`config.mk`:
```
export PLATFORM = sky130hd
export DESIGN_NAME = mem_bus_unit
export DESIGN_NICKNAME = d
export VERILOG_FILES = /design/src/rtl/cpu_mem_pkg.sv /design/src/rtl/mem_timeout_ctr.sv /design/src/rtl/mem_bus_unit.sv
export SDC_FILE = /design/constraint.sdc
export NUM_CORES = 1
export LEC_CHECK = 0
export ABC_CLOCK_PERIOD_IN_PS = 5250
export CORE_MARGIN = 2
export CORE_UTILIZATION = 40
export CTS_BUF_LIST = sky130_fd_sc_hd__clkbuf_16
export CTS_CLUSTER_SIZE = 8
export DETAILED_ROUTE_END_ITERATION = 7
export DONT_BUFFER_PORTS = 1
export PLACE_DENSITY = 0.57
export RECOVER_POWER = 100
export SETUP_SLACK_MARGIN = 0.3
export SLEW_MARGIN = 5
export SYNTH_ARGS = -nofsm -noshare
export SYNTH_HDL_FRONTEND = slang
export SYNTH_SLANG_ARGS = --single-unit
```
`constraint.sdc`:
```
create_clock -name Clock -period 5.25 [get_ports Clock]
set_clock_uncertainty 0.05 [all_clocks]
set_input_delay 1.3125 -clock Clock [delete_from_list [all_inputs] [get_ports Clock]]
set_output_delay 1.3125 -clock Clock [all_outputs]
set_load 0.01 [all_outputs]
```
`src/rtl/cpu_mem_pkg.sv`:
```
`default_nettype none
// ============================================================================
// Package     : cpu_mem_pkg
// Description : Shared types and defaults for the MAR/MDR memory interface.
// Revision    : 1.0 - initial release
// ============================================================================
package cpu_mem_pkg;

  // Access state of the memory bus unit
  typedef enum logic [1:0] {
    ST_IDLE  = 2'd0,
    ST_READ  = 2'd1,
    ST_WRITE = 2'd2
  } mem_state_e;

  localparam int unsigned CPU_ADDR_W = 9;
  localparam int unsigned CPU_DATA_W = 32;

  // Bit value replicated across MDR when a read is abandoned
  localparam logic MDR_TIMEOUT_FILL = 1'b0;

endpackage : cpu_mem_pkg
`default_nettype wire

```
`src/rtl/mem_timeout_ctr.sv`:
```
`default_nettype none
// ============================================================================
// Module      : mem_timeout_ctr
// Description : Cycle counter for an outstanding RAM request. Clears at issue,
//               counts while enabled, flags expiry on the TIMEOUT-th cycle.
// Revision    : 1.0 - initial release
// ============================================================================
module mem_timeout_ctr #(
  parameter int TIMEOUT = 16
) (
  input  logic clk,
  input  logic rst_n,
  input  logic clear,
  input  logic enable,
  output logic expired
);

  localparam int CW = (TIMEOUT > 2) ? $clog2(TIMEOUT) : 1;

  logic [CW-1:0] cnt_q;
  logic [CW-1:0] cnt_d;

  // Count value k-1 is held during the k-th request cycle, so expiry is seen
  // in cycle TIMEOUT and the request drops on the edge that ends it.
  assign expired = enable & (cnt_q == CW'(TIMEOUT - 1));

  // Next count: clear wins over counting; saturate once expired
  always_comb begin
    cnt_d = cnt_q;
    if (clear) begin
      cnt_d = '0;
    end else if (enable && !expired) begin
      cnt_d = cnt_q + CW'(1);
    end
  end

  // Counter register
  always_ff @(posedge clk or negedge rst_n) begin
    if (!rst_n) begin
      cnt_q <= '0;
    end else begin
      cnt_q <= cnt_d;
    end
  end

endmodule : mem_timeout_ctr
`default_nettype wire

```
`src/rtl/mem_bus_unit.sv`:
```
`default_nettype none
// ============================================================================
// Module      : mem_bus_unit
// Description : MAR/MDR memory interface with req/ack RAM handshake, request
//               timeout with sticky error, and a one-deep pending read that
//               lets a write and a read start in the same cycle.
// Revision    : 1.0 - initial release
// ============================================================================
module mem_bus_unit
  import cpu_mem_pkg::*;
#(
  parameter int ADDR_W  = CPU_ADDR_W,
  parameter int DATA_W  = CPU_DATA_W,
  parameter int TIMEOUT = 16
) (
  input  logic              Clock,
  input  logic              Reset,
  input  logic [DATA_W-1:0] BusMuxOut,
  input  logic              MAR_enable,
  input  logic              MDR_enable,
  input  logic              MDR_read,
  input  logic              RAM_write,
  output logic [DATA_W-1:0] MDR_data,
  output logic              Mem_busy,
  output logic              Mem_err,
  output logic              Prot_err,
  output logic              mem_req,
  output logic              mem_we,
  output logic [ADDR_W-1:0] mem_addr,
  output logic [DATA_W-1:0] mem_wdata,
  input  logic [DATA_W-1:0] mem_rdata,
  input  logic              mem_ack
);

  mem_state_e        state_q,     state_d;
  logic              pending_q,   pending_d;
  logic              ram_wr_q,    ram_wr_d;
  logic [ADDR_W-1:0] mar_q,       mar_d;
  logic [DATA_W-1:0] mdr_q,       mdr_d;
  logic              mem_err_q,   mem_err_d;
  logic              prot_err_q,  prot_err_d;
  logic              mem_req_q,   mem_req_d;
  logic              mem_we_q,    mem_we_d;
  logic [ADDR_W-1:0] mem_addr_q,  mem_addr_d;
  logic [DATA_W-1:0] mem_wdata_q, mem_wdata_d;

  logic wr_rise;
  logic rd_start;
  logic issue;
  logic expired;

  assign wr_rise  = RAM_write & ~ram_wr_q;
  assign rd_start = MDR_enable & MDR_read;

  // Request timer: held clear while idle and re-cleared on every issue
  mem_timeout_ctr #(
    .TIMEOUT (TIMEOUT)
  ) u_timeout (
    .clk     (Clock),
    .rst_n   (Reset),
    .clear   (issue | ~mem_req_q),
    .enable  (mem_req_q),
    .expired (expired)
  );

  // Next-state logic: bus loads, access issue, completion and timeout
  always_comb begin
    state_d     = state_q;
    pending_d   = pending_q;
    ram_wr_d    = RAM_write;
    mar_d       = mar_q;
    mdr_d       = mdr_q;
    mem_err_d   = mem_err_q;
    prot_err_d  = 1'b0;
    mem_req_d   = mem_req_q;
    mem_we_d    = mem_we_q;
    mem_addr_d  = mem_addr_q;
    mem_wdata_d = mem_wdata_q;
    issue       = 1'b0;

    case (state_q)
      ST_IDLE: begin
        if (MAR_enable) begin
          mar_d = BusMuxOut[ADDR_W-1:0];
        end
        if (MDR_enable && !MDR_read) begin
          mdr_d = BusMuxOut;
        end
        // Issue captures the current registers, not this cycle's loads
        if (wr_rise) begin
          state_d     = ST_WRITE;
          pending_d   = rd_start;
          mem_req_d   = 1'b1;
          mem_we_d    = 1'b1;
          mem_addr_d  = mar_q;
          mem_wdata_d = mdr_q;
          issue       = 1'b1;
        end else if (rd_start) begin
          state_d    = ST_READ;
          mem_req_d  = 1'b1;
          mem_we_d   = 1'b0;
          mem_addr_d = mar_q;
          issue      = 1'b1;
        end
      end

      ST_READ, ST_WRITE: begin
        prot_err_d = MAR_enable | MDR_enable | wr_rise;
        if (mem_req_q && (mem_ack || expired)) begin
          // An ack on the expiry edge still counts as success
          if (state_q == ST_READ) begin
            mdr_d = mem_ack ? mem_rdata : {DATA_W{MDR_TIMEOUT_FILL}};
          end
          if (!mem_ack) begin
            mem_err_d = 1'b1;
          end
          if (pending_q) begin
            // MAR cannot change while busy, so it still holds the read address
            state_d    = ST_READ;
            pending_d  = 1'b0;
            mem_req_d  = 1'b1;
            mem_we_d   = 1'b0;
            mem_addr_d = mar_q;
            issue      = 1'b1;
          end else begin
            state_d   = ST_IDLE;
            mem_req_d = 1'b0;
            mem_we_d  = 1'b0;
          end
        end
      end

      default: begin
        state_d   = ST_IDLE;
        pending_d = 1'b0;
        mem_req_d = 1'b0;
        mem_we_d  = 1'b0;
      end
    endcase
  end

  // State and output registers
  always_ff @(posedge Clock or negedge Reset) begin
    if (!Reset) begin
      state_q     <= ST_IDLE;
      pending_q   <= 1'b0;
      ram_wr_q    <= 1'b0;
      mar_q       <= '0;
      mdr_q       <= '0;
      mem_err_q   <= 1'b0;
      prot_err_q  <= 1'b0;
      mem_req_q   <= 1'b0;
      mem_we_q    <= 1'b0;
      mem_addr_q  <= '0;
      mem_wdata_q <= '0;
    end else begin
      state_q     <= state_d;
      pending_q   <= pending_d;
      ram_wr_q    <= ram_wr_d;
      mar_q       <= mar_d;
      mdr_q       <= mdr_d;
      mem_err_q   <= mem_err_d;
      prot_err_q  <= prot_err_d;
      mem_req_q   <= mem_req_d;
      mem_we_q    <= mem_we_d;
      mem_addr_q  <= mem_addr_d;
      mem_wdata_q <= mem_wdata_d;
    end
  end

  assign MDR_data  = mdr_q;
  assign Mem_busy  = (state_q != ST_IDLE) | pending_q;
  assign Mem_err   = mem_err_q;
  assign Prot_err  = prot_err_q;
  assign mem_req   = mem_req_q;
  assign mem_we    = mem_we_q;
  assign mem_addr  = mem_addr_q;
  assign mem_wdata = mem_wdata_q;

endmodule : mem_bus_unit
`default_nettype wire
```
# Word-level counts from Yosys, hierarchy flattened
# Index checks and enable logic that the tools add are counted.
# word_totals
out_inout_bits	78
wordCells	83
register_bits	94
# classes
mux	33
n_eq_ne	9
n_addsub	1
reduce_logical	18
bitwise_logic	10
# ops
operator	count
$mux 32	4
$pmux 32 s2	1
$mux 9	4
$pmux 9 s2	1
$mux 1	13
$ne 2x2->1 const B	5
$mux 4	2
$pmux 1 s2	4
$reduce_and 2->1	4
$reduce_and 4->1	2
$mux 2	3
$reduce_bool 2->1	3
$add 4x1->4 const B	1
$eq 4x4->1 const B	1
$or 1x1->1	4
$pmux 2 s2	1
$and 1x1->1	3
$logic_and 1x1->1	3
$ne 3x3->1 const B	1
$not 1->1	3
$reduce_and 3->1	1
$eq 2x1->1 const B	1
$eq 2x2->1 const B	1
$logic_not 1->1	2
other kinds (3)	3

# Depth between registers and ports, before layout
# Gate-level depths: netlist of the first run.
# depth
word_depth	8
mapped_depth	8
depth_no_buf	6

# Hierarchy
# A second synthesis of the first run with hierarchy kept.
# unflattened
hier_cells	320
area_unflattened_um2	4125.2
# modules_own_cells
module	cells_per_inst	area_each_um2	n_inst
mem_bus_unit	299	3886.2	1
mem_timeout_ctr	21	239.0	1

# Least setup slack after synthesis of the first run
# OpenSTA, ideal clock, no wires.
# synth_path
kind	input to register
start	input RAM_write
end	register mem_wdata_q[0], in the netlist mem_wdata[0]
stages	4
setup_ns	0.125
path_buffers	1
slack_ns	2.705
t_arrival_ns	2.370
required_ns	5.075
path_cell_list	nor2b_1 -> nand2_1 -> clkbuf_1 -> mux2_2
# synth_via
elab_chain_len	2
# synth_lines
item	line	text
start: declaration	mem_bus_unit.sv:22	input logic RAM_write,
$and 1x1->1	mem_bus_unit.sv:52	assign wr_rise = RAM_write & ~ram_wr_q;
$reduce_and 2->1 (no line)	--	
end signal: assignment	mem_bus_unit.sv:167	mem_wdata_q <= mem_wdata_d;
end: declaration	mem_bus_unit.sv:45	logic [DATA_W-1:0] mem_wdata_q, mem_wdata_d;
# Every way passes these cells.
# A chain may end at the register's enable or synchronous reset.

# Worst setup path in the final report of the first run
# layout_path
start	register state_q[1]
end	register mdr_q[1], in the netlist MDR_data[1]
# layout_via
elab_chain_len	4
# layout_lines
item	line	text
start: declaration	mem_bus_unit.sv:35	mem_state_e state_q, state_d;
start signal: assignment	mem_bus_unit.sv:157	state_q <= state_d;
$eq 2x1->1 or $eq 2x2->1 (tied branches)	mem_bus_unit.sv:81, mem_bus_unit.sv:111	
$reduce_or 2->1	mem_bus_unit.sv:81	case (state_q)
$ne 2x2->1 (no line) or $reduce_bool 2->1 (tied branches)	--	
$reduce_and 4->1 (no line)	--	
end signal: assignment	mem_bus_unit.sv:161	mdr_q <= mdr_d;
end: declaration	mem_bus_unit.sv:39	logic [DATA_W-1:0] mdr_q, mdr_d;
# Several ways; a longest one is shown, not always the timed one.

==> impl_metrics.py, run 1 <==
metrics = {
    "place": {
        "routabilityCongestion": 0.745,
        "dpl.hpwl_um": 6130,
        "postPlaceCellArea_um2": 4150,
        "port_buffers": 0,
    },
    "cts": {
        "htreeDepth": 3,
        "cts_tree": "built",
        "clk-insertion-delay-late_ns": 0.34,
        "max-clock-path-buffers": 2,
        "cts-hold-fix-buffers": 0,
        "numCtsBuffers": 9,
        "cts-root-buf": "clkbuf_16",
        "cts_num_sinks": 94,
        "path_clk_slew_ns": 0.06,
        "cts_setup_buffers": 0,
        "cts-resized-gates": 0,
    },
    "power": {
        "ir_worst_vdd_v": 0.000253,
        "seqPwrFrac_pct": 46.7,
        "power.share.switching_pct": 41.1,
        "pwr-share-comb_pct": 35.4,
        "clockPowerShare_pct": 17.8,
        "p_int_uw": 1920,
        "p_leak_uw": 0.00183,
        "p_per_area_nw_per_um2": 746,
        "p_sw_uw": 1340,
    },
    "sta": {
        "timing.final.crit_share_pct": 70.7,
        "grt_setup_unrepaired": "false",
        "setup_viol": 0,
        "worst-slew-pin-transition_ns": 1.58,
        "tns_ns": 0,
        "maxSlewViolCount": 36,
        "hold_viol": 0,
        "slew_headroom_pct": -5.29,
        "fmaxAchievable_mhz": 269,
        "post-route-min-period_ns": 3.71,
    },
    "worst_setup_path": {
        "cp.required_ns": 5.46,
        "cp.arrival_ns": 3.92,
        "cp-end-kind": "register",
        "r2r_start": "state_q[1]",
        "critPathKind": "reg -> reg",
        "cp-startpoint": "state_q[1]",
        "crit_end": "MDR_data[1]",
        "r2r_cells": 7,
        "r2r-end": "MDR_data[1]",
        "startpoint_type": "register",
        "r2r_slack_ns": 1.54,
        "critical_path_peak_fanout": 31,
    },
    "synth": {
        "synth_area_leaders": "dfrtp_1 (58%), mux2_2 (12%), a21oi_1 (7.4%), nor2b_1 (4.3%), nor2_1 (3.8%)",
        "synth_cell_type_count": 35,
        "yosys_register_bits": 94,
        "yosysTopAreaCellShare_pct": 58.0,
        "ys_seq_area_share_pct": 58.0,
        "synth_area_per_cell_um2": 11.8,
        "netlist_area_um2": 4060,
        "synth_nets": 419,
        "synth.yosys.warnings": 0,
        "synthCells": 344,
        "synth_top_area_cell": "dfrtp_1",
    },
    "run": {
        "cap_violations": 1,
    },
    "floorplan": {
        "start_util_pct": 41.3,
        "ioPinCount": 149,
        "placementRows": 36,
        "dieHeight_um": 105,
        "die_area_um2": 11000,
        "die_x_um": 105,
        "coreArea_um2": 9820,
    },
    "global_routing": {
        "grt_max_degree": 95,
        "grt_pass1_vias": 2716,
        "grt_usage_pct": 16.9,
        "grt_pass1_wl_um": 14500,
        "grt_overflow_total": 0,
        "antenna_found_initial": 0,
    },
    "drt": {
        "ant_nets": 0,
        "drc": 0,
        "drt-pass1-iter-count": 4,
        "post_drt_via_cell_ratio": 5.44,
        "post_drt_wl_per_cell_um": 18.9,
        "num_vias": 2586,
        "routed_wl_um": 8980,
        "drt_iter0_drc": 134,
    },
    "cells_and_area": {
        "fin_nets": 413,
        "drive_gt1_share_pct": 17.3,
        "design_area_um2": 4370,
        "synthToLayoutAreaGrowth_pct": 7.68,
        "antenna_cells": 0,
        "fill_cells": 924,
    },
    "worst_hold_path": {
        "hold_path.class": "reg -> reg",
    },
    "run_status": {
        "violations": "capacitance limit, slew limit",
        "status": "complete, but fails checks",
    },
}
==> synth_stat cells <==
cell type  number
a211o_1         1
a21boi_1        1
a21o_1          2
a21oi_1        60
a221oi_4        1
a22oi_1         6
a31oi_1         2
a41o_1          1
and2_1          2
and3_1          1
buf_2           5
buf_6           2
clkbuf_1       12
clkinv_1        1
dfrtp_1        94
ha_1            4
inv_1           3
mux2_2         42
mux2_4          9
mux2i_1         2
nand2_1         4
nand2b_1        4
nand3_1         1
nand4_2         1
nor2_1         41
nor2b_1        28
nor3_1          5
nor3b_1         1
o21ai_0         2
o21bai_1        1
o221ai_1        1
o2bb2ai_1       1
o31ai_1         1
or2_2           1
xnor2_1         1
==> per-stage QoR <==
| step | util (%) | hold WS (ns) | power, µW | std cells | setup slack [ns] |
|---|---|---|---|---|---|
| global placement | 42.3 | 0.433 | 2730 | 460 | 1.95 |
| CTS | 44.9 | 0.455 | 3370 | 475 | 1.73 |
| global route | 44.5 | 0.450 | 3530 | 475 | 1.12 |
| finish | 44.5 | 0.430 | 3260 | 475 | 1.54 |
| floorplan | - | 0.426 | 2510 | 344 | 2.70 |
| detailed placement | 42.3 | 0.440 | 2780 | 460 | 1.74 |
==> registers in the layout, indices dropped and copies added, names as in the netlist <==
signal	cells
mar_q	9
Prot_err	1
mem_wdata	32
mem_addr	9
Mem_err	1
mem_req	1
pending_q	1
u_timeout.cnt_q	4
mem_we	1
state_q	2
MDR_data	32
ram_wr_q	1
==> power by group through the flow <==
stage | clock [µW] | sequential [µW] | combinational [µW]
floorplan | 0 | 1450 | 1060
global placement | 0 | 1540 | 1190
detailed placement | 0 | 1550 | 1230
CTS | 598 | 1540 | 1240
global route | 629 | 1580 | 1320
finish | 582 | 1520 | 1160
==> metal layers <==
| metal | part of all wire (%) | vias to the layer above | GRT usage, % |
|---|---|---|---|
| met1 | 41 | 1264 | 20.1 |
| met5 | 0 | - | 0 |
| met3 | 12 | 10 | 8.05 |
| met2 | 45 | 129 | 26.6 |
| met4 | 1.6 | 0 | 6.29 |
| li1 | - | 1183 | - |
==> kinds of logic after synthesis <==
logic type / after synthesis / share of synthesized area [%]
adder cells (fa/ha/maj): 4 / 1.23
multiplexers: 53 / 15.5
AO/OA/AOI/OAI: 80 / 11.5
buffers and inverters: 23 / 2.65
AND/OR/NAND/NOR: 89 / 10.9
flip-flops: 94 / 58.0
XOR/XNOR: 1 / 0.216
==> worst min path at each step <==
stage / depth (start not counted) / startpoint / slack, ns / to
detailed placement: 1 / mar_q[2] / 0.44 / mem_addr[2]
global route: 1 / mar_q[6] / 0.45 / mem_addr[6]
CTS: 1 / mar_q[6] / 0.45 / mem_addr[6]
global placement: 1 / mar_q[8] / 0.43 / mem_addr[8]
finish: 1 / mar_q[2] / 0.43 / mem_addr[2]
floorplan: 1 / mar_q[0] / 0.43 / mem_addr[0]
==> layout make-up <==
cell class / count / area (µm²) / share of cell area, %
inverter: 4 / 15.0 / 0.344
timing repair buffer: 2 / 15.0 / 0.344
tap: 133 / 166 / 3.81
sequential: 94 / 2350 / 53.8
clock buffer: 9 / 225 / 5.15
multi-input combinational: 227 / 1570 / 35.8
clock inverter: 6 / 31.3 / 0.716
==> cells in the final DEF (no fill, tap or decap), types with 3 or more instances in the layout <==
master     Yosys  routed
nor2b_1       28      28
nor2_1        41      41
mux2_1         0       9
a22oi_1        6       6
a21oi_1       60      60
ha_1           4       4
mux2_2        42      42
inv_1          3       4
clkinv_1       1       3
nand2_1        4       4
nand2b_1       4       4
nor3_1         5       5
dfrtp_1       94      94
clkbuf_16      0       9
==> critical path, cell delays in order, from the launching register on <==
cell and delay [ns]:
dfrtp_1 0.39, inv_1 0.07, ha_1 1.01, clkinv_1 0.57, nor2_1 0.89, buf_4 0.38, a21oi_1 0.10, a21oi_1 0.16
(Power assumes the default switching activity.)
==> inputs of run 2 (changes only) <==
--- a/config.mk
+++ b/config.mk
@@ -5,7 +5,7 @@
 export SDC_FILE = /design/constraint.sdc
 export NUM_CORES = 1
 export LEC_CHECK = 0
-export ABC_CLOCK_PERIOD_IN_PS = 5250
+export ABC_CLOCK_PERIOD_IN_PS = 3700
 export CORE_MARGIN = 2
 export CORE_UTILIZATION = 40
 export CTS_BUF_LIST = sky130_fd_sc_hd__clkbuf_16
==> constraint.sdc (replaced) <==
create_clock -name Clock -period 3.7 [get_ports Clock]
set_clock_uncertainty 0.05 [all_clocks]
set_input_delay 0.925 -clock Clock [delete_from_list [all_inputs] [get_ports Clock]]
set_output_delay 0.925 -clock Clock [all_outputs]
set_load 0.01 [all_outputs]
==> impl_metrics.py, run 2 (same netlist as run 1, synthesis figures left out) <==
metrics = {
    "power": {
        "seqPwrFrac_pct": 45.4,
        "ir_worst_vdd_v": 0.000432,
        "clockPowerShare_pct": 19.3,
        "power.share.switching_pct": 41.0,
        "pwr-share-comb_pct": 35.3,
        "p_leak_uw": 0.00186,
        "p_per_area_nw_per_um2": 1080,
        "p_sw_uw": 1960,
        "p_int_uw": 2830,
    },
    "cts": {
        "cts-root-buf": "clkbuf_16",
        "cts-resized-gates": 0,
        "path_clk_slew_ns": 0.07,
        "numCtsBuffers": 9,
        "max-clock-path-buffers": 2,
        "cts-hold-fix-buffers": 0,
        "htreeDepth": 3,
        "cts_tree": "built",
        "clk-insertion-delay-late_ns": 0.33,
        "cts_setup_buffers": 0,
        "cts_num_sinks": 94,
    },
    "drt": {
        "post_drt_via_cell_ratio": 5.39,
        "ant_nets": 0,
        "num_vias": 2588,
        "post_drt_wl_per_cell_um": 18.8,
        "drt-pass1-iter-count": 6,
        "drt_iter0_drc": 74,
        "routed_wl_um": 9010,
        "drc": 0,
    },
    "worst_setup_path": {
        "cp_slowest_cell": "clkbuf_1",
        "cp-startpoint": "state_q[1]",
        "cp.required_ns": 3.86,
        "cp-end-kind": "register",
        "cp.arrival_ns": 2.91,
        "r2r_start": "state_q[1]",
        "critical_path_peak_fanout": 15,
        "startpoint_type": "register",
        "crit_path_cell_trace": "inv_1, ha_1, clkbuf_1, and2_0, a21oi_1, a211o_1, mux2_1",
        "r2r_slack_ns": 0.95,
        "max_stage_delay_ns": 0.60,
        "critPathKind": "reg -> reg",
    },
    "run": {
        "cap_violations": 1,
    },
    "sta": {
        "setup_slack_ns": 0.949,
        "fmaxAchievable_mhz": 363,
        "post-route-min-period_ns": 2.75,
        "fin_hold_ws_ns": 0.232,
        "worst-slew-pin-transition_ns": 1.60,
        "grt_setup_unrepaired": "false",
        "hold_viol": 0,
        "timing.final.crit_share_pct": 74.4,
        "slew_headroom_pct": -7.09,
        "tns_ns": 0,
        "maxSlewViolCount": 36,
        "setup_viol": 0,
    },
    "global_routing": {
        "grt_max_degree": 95,
        "grt_overflow_total": 0,
        "grt_pass1_vias": 2645,
        "grt_pass1_wl_um": 14300,
        "antenna_found_initial": 0,
        "grt_usage_pct": 16.7,
    },
    "cells_and_area": {
        "layout_commonest_cell": "dfrtp_1",
        "final_cell_mix": "dfrtp_1 (94), a21oi_1 (60), mux2_2 (42)",
        "multiInputGateArea_um2": 1570,
        "fill_cells": 946,
        "fin_nets": 417,
        "drive_gt1_share_pct": 18.4,
        "final-seq-area_um2": 2350,
        "synthToLayoutAreaGrowth_pct": 9.19,
        "antenna_cells": 0,
        "design_area_um2": 4430,
        "instances_no_fill": 480,
    },
    "floorplan": {
        "die_x_um": 105,
        "die_area_um2": 11000,
        "start_util_pct": 41.3,
        "ioPinCount": 149,
        "placementRows": 36,
        "coreArea_um2": 9820,
        "dieHeight_um": 105,
    },
    "place": {
        "post-place-cells": 464,
        "dpl.hpwl_um": 6150,
        "dpl_worst_slack_ns": 1.11,
        "postPlaceCellArea_um2": 4180,
        "routabilityCongestion": 0.738,
        "port_buffers": 0,
    },
    "run_status": {
        "violations": "capacitance limit, slew limit",
        "status": "complete, but fails checks",
    },
    "worst_hold_path": {
        "hold_path.class": "in -> async",
    },
}
==> run 2: final cells by class <==
type | instances | area share, %
repair buffers | 6 | 0.791
well taps | 133 | 3.75
clock buffers | 9 | 5.08
flip-flops and latches | 94 | 53.1
clock inverters | 7 | 1.64
multi-input cells | 227 | 35.3
inverters | 4 | 0.339
==> run 2: final timing paths <==
| path | endpoint | cells after the start |
|---|---|---|
| min in group Clock | mem_addr[2] | 1 |
| min | mem_wdata[17] | 0 |
| min reg2reg | mem_addr[2] | 1 |
| max reg2reg | mem_addr[1] | 7 |
| max in group asynchronous | MDR_data[8] | 0 |
| max | mem_addr[1] | 7 |
==> run 2: per-layer routing <==
metal / share of wire (%) / routed length (µm) / global-route usage, % / vias to the layer above
met5: 0 / 0 / 0 / -
li1: - / - / - / 1196
met3: 11 / 947 / 6.18 / 10
met1: 41 / 3720 / 21.1 / 1261
met2: 47 / 4230 / 26.7 / 121
met4: 1.3 / 114 / 5.43 / 0
==> run 2: metrics by stage <==
| step | util [%] | power, µW |
|---|---|---|
| global route | 45.1 | 5170 |
| detailed placement | 42.6 | 4030 |
| global placement | 42.6 | 3960 |
| floorplan | - | 3560 |
| finish | 45.1 | 4790 |
| CTS | 45.6 | 4970 |
==> run 2: power by group through the flow <==
stage          sequential (µW)  clock [µW]  combinational (µW)
6_report                  2170         924                1690
3_3_place_gp              2200           0                1770
2_1_floorplan             2060           0                1500
5_1_grt                   2250         997                1920
4_1_cts                   2190         953                1830
3_5_place_dp              2210           0                1830
==> run 2: critical path, delay by kind of cell (launching register included) <==
family	cells	cell delay, ns
AOI/OAI and AO/OA	2	0.52
adders and majority gates	1	0.29
buffers and inverters	2	0.66
DFF	1	0.39
muxes	1	0.38
and+or+nand+nor	1	0.34
==> inputs of run 3 (changes only) <==
--- a/config.mk
+++ b/config.mk
@@ -5,14 +5,14 @@
 export SDC_FILE = /design/constraint.sdc
 export NUM_CORES = 1
 export LEC_CHECK = 0
-export ABC_CLOCK_PERIOD_IN_PS = 3700
+export ABC_CLOCK_PERIOD_IN_PS = 2300
 export CORE_MARGIN = 2
 export CORE_UTILIZATION = 40
 export CTS_BUF_LIST = sky130_fd_sc_hd__clkbuf_16
 export CTS_CLUSTER_SIZE = 8
 export DETAILED_ROUTE_END_ITERATION = 7
 export DONT_BUFFER_PORTS = 1
-export PLACE_DENSITY = 0.57
+export PLACE_DENSITY = 0.59
 export RECOVER_POWER = 100
 export SETUP_SLACK_MARGIN = 0.3
 export SLEW_MARGIN = 5
==> constraint.sdc (replaced) <==
create_clock -name Clock -period 2.3 [get_ports Clock]
set_clock_uncertainty 0.05 [all_clocks]
set_input_delay 0.575 -clock Clock [delete_from_list [all_inputs] [get_ports Clock]]
set_output_delay 0.575 -clock Clock [all_outputs]
set_load 0.01 [all_outputs]
==> impl_metrics.py, run 3 (same netlist as run 1, synthesis figures left out) <==
metrics = {
    "worst_setup_path": {
        "cp.arrival_ns": 2.22,
        "startpoint_type": "register",
        "crit_family": "flip-flops",
        "max_stage_delay_ns": 0.39,
        "cp-end-kind": "register",
        "path_buf_inv": 2,
        "critPathKind": "reg -> reg",
        "crit_path_cell_trace": "inv_1, ha_4, a21boi_4, and2_0, clkbuf_1, a21o_1, mux2_2",
        "cp.required_ns": 2.47,
        "critical_path_peak_fanout": 5,
        "cp_slowest_cell": "dfrtp_1",
    },
    "sta": {
        "setup_viol": 0,
        "grt_setup_unrepaired": "false",
        "fin_hold_ws_ns": -0.122,
        "timing.final.crit_share_pct": 89.1,
        "setup_slack_ns": 0.250,
        "fmaxAchievable_mhz": 488,
        "slew_headroom_pct": 47.8,
        "post-route-min-period_ns": 2.05,
        "maxSlewViolCount": 0,
        "worst-slew-pin-transition_ns": 0.783,
        "hold_viol": 94,
        "tns_ns": 0,
    },
    "power": {
        "p_leak_uw": 0.00199,
        "p_per_area_nw_per_um2": 1860,
        "ir_worst_vdd_v": 0.000669,
        "power_uw": 8720,
    },
    "cts": {
        "numCtsBuffers": 9,
        "max-clock-path-buffers": 2,
        "cts_num_sinks": 94,
        "htreeDepth": 3,
        "clk-insertion-delay-late_ns": 0.34,
        "cts_tree": "built",
        "cts-root-buf": "clkbuf_16",
        "path_clk_slew_ns": 0.06,
    },
    "drt": {
        "post_drt_wl_per_cell_um": 20.3,
        "drt_iter0_drc": 138,
        "ant_nets": 0,
        "drc": 0,
        "post_drt_via_cell_ratio": 5.46,
        "num_vias": 2692,
        "routed_wl_um": 10000,
        "drt-pass1-iter-count": 6,
    },
    "cells_and_area": {
        "design_area_um2": 4700,
        "fin_nets": 430,
        "layout_commonest_cell": "dfrtp_1",
        "final_cell_mix": "dfrtp_1 (94), a21oi_1 (58), nor2_1 (41), mux2_2 (41), nor2b_1 (28)",
        "synthToLayoutAreaGrowth_pct": 15.7,
        "fill_cells": 921,
        "antenna_cells": 0,
        "drive_gt1_share_pct": 21.7,
        "instances_no_fill": 493,
    },
    "floorplan": {
        "ioPinCount": 149,
        "start_util_pct": 41.3,
        "dieHeight_um": 105,
        "die_x_um": 105,
        "placementRows": 36,
        "coreArea_um2": 9820,
        "die_area_um2": 11000,
    },
    "place": {
        "dpl.hpwl_um": 6450,
        "routabilityCongestion": 0.780,
        "dpl_worst_slack_ns": 0.213,
        "port_buffers": 0,
        "postPlaceCellArea_um2": 4260,
        "post-place-cells": 469,
    },
    "global_routing": {
        "grt_pass1_vias": 2748,
        "antenna_found_initial": 0,
        "grt_usage_pct": 17.2,
        "grt_overflow_total": 0,
        "grt_max_degree": 95,
        "grt_pass1_wl_um": 14700,
    },
    "worst_hold_path": {
        "hold_path.class": "in -> async",
    },
    "run": {
        "cap_violations": 0,
    },
    "run_status": {
        "status": "complete, but fails checks",
        "violations": "hold timing",
    },
}
run 3: cell types whose count changed in the layout (fill, tap and decap cells not counted), sizes merged:
cell | before | now
buf | 3 | 11
bufinv | 1 | 2
clkbuf | 12 | 17
clkinv | 5 | 2
inv | 4 | 6
run 3: routing by layer:
layer	routed length, µm	vias to the layer above	GRT usage, %
li1	-	1219	-
met1	4100	1349	20.7
met2	4890	116	28.2
met3	932	8	7.55
met4	99	0	4.57
met5	0	-	0
run 3: area by class of cell:
cell class | count | area [µm²] | area share, %
timing repair buffer | 19 | 251 | 5.36
clock inverter | 7 | 82.6 | 1.76
tap | 133 | 166 | 3.54
sequential | 94 | 2350 | 50.1
inverter | 4 | 15.0 | 0.320
clock buffer | 9 | 225 | 4.80
multi-input combinational | 227 | 1600 | 34.1
run 3: through the flow:
step / hold WS, ns / util (%)
after CTS: -0.133 / 46.5
after global routing: -0.145 / 47.8
final: -0.122 / 47.8
after floorplan: 0.229 / -
after global placement: 0.231 / 43.3
after detailed placement: 0.232 / 43.3
run 3: final timing paths:
| check | start | end | slack [ns] | cells past startpoint |
|---|---|---|---|---|
| max | state_q[1] | mem_req | 0.25 | 7 |
| max in group asynchronous | Reset | state_q[0] | 2.21 | 0 |
| min in group Clock | RAM_write | ram_wr_q | 0.22 | 0 |
| max reg2reg | state_q[1] | mem_req | 0.25 | 7 |
| min | Reset | MDR_data[10] | -0.12 | 0 |
| min reg2reg | mar_q[2] | mem_addr[2] | 0.44 | 1 |
run 3: where the power goes:
| part | total, µW | switching, µW | internal, µW |
|---|---|---|---|
| Sequential | 3510 | 997 | 2520 |
| Combinational | 3670 | 1830 | 1840 |
| Clock | 1540 | 602 | 937 |
| Total | 8720 | 3430 | 5290 |
run 3: timing repair:
action / in CTS / in global routing
setup endpoints to repair: 18 / 42
buffers inserted: 0 / 3
pin swaps: 0 / 1
gates resized for setup: 2 / 12
gates cloned: 0 / 5
endpoints found under the hold margin: 94 / 94
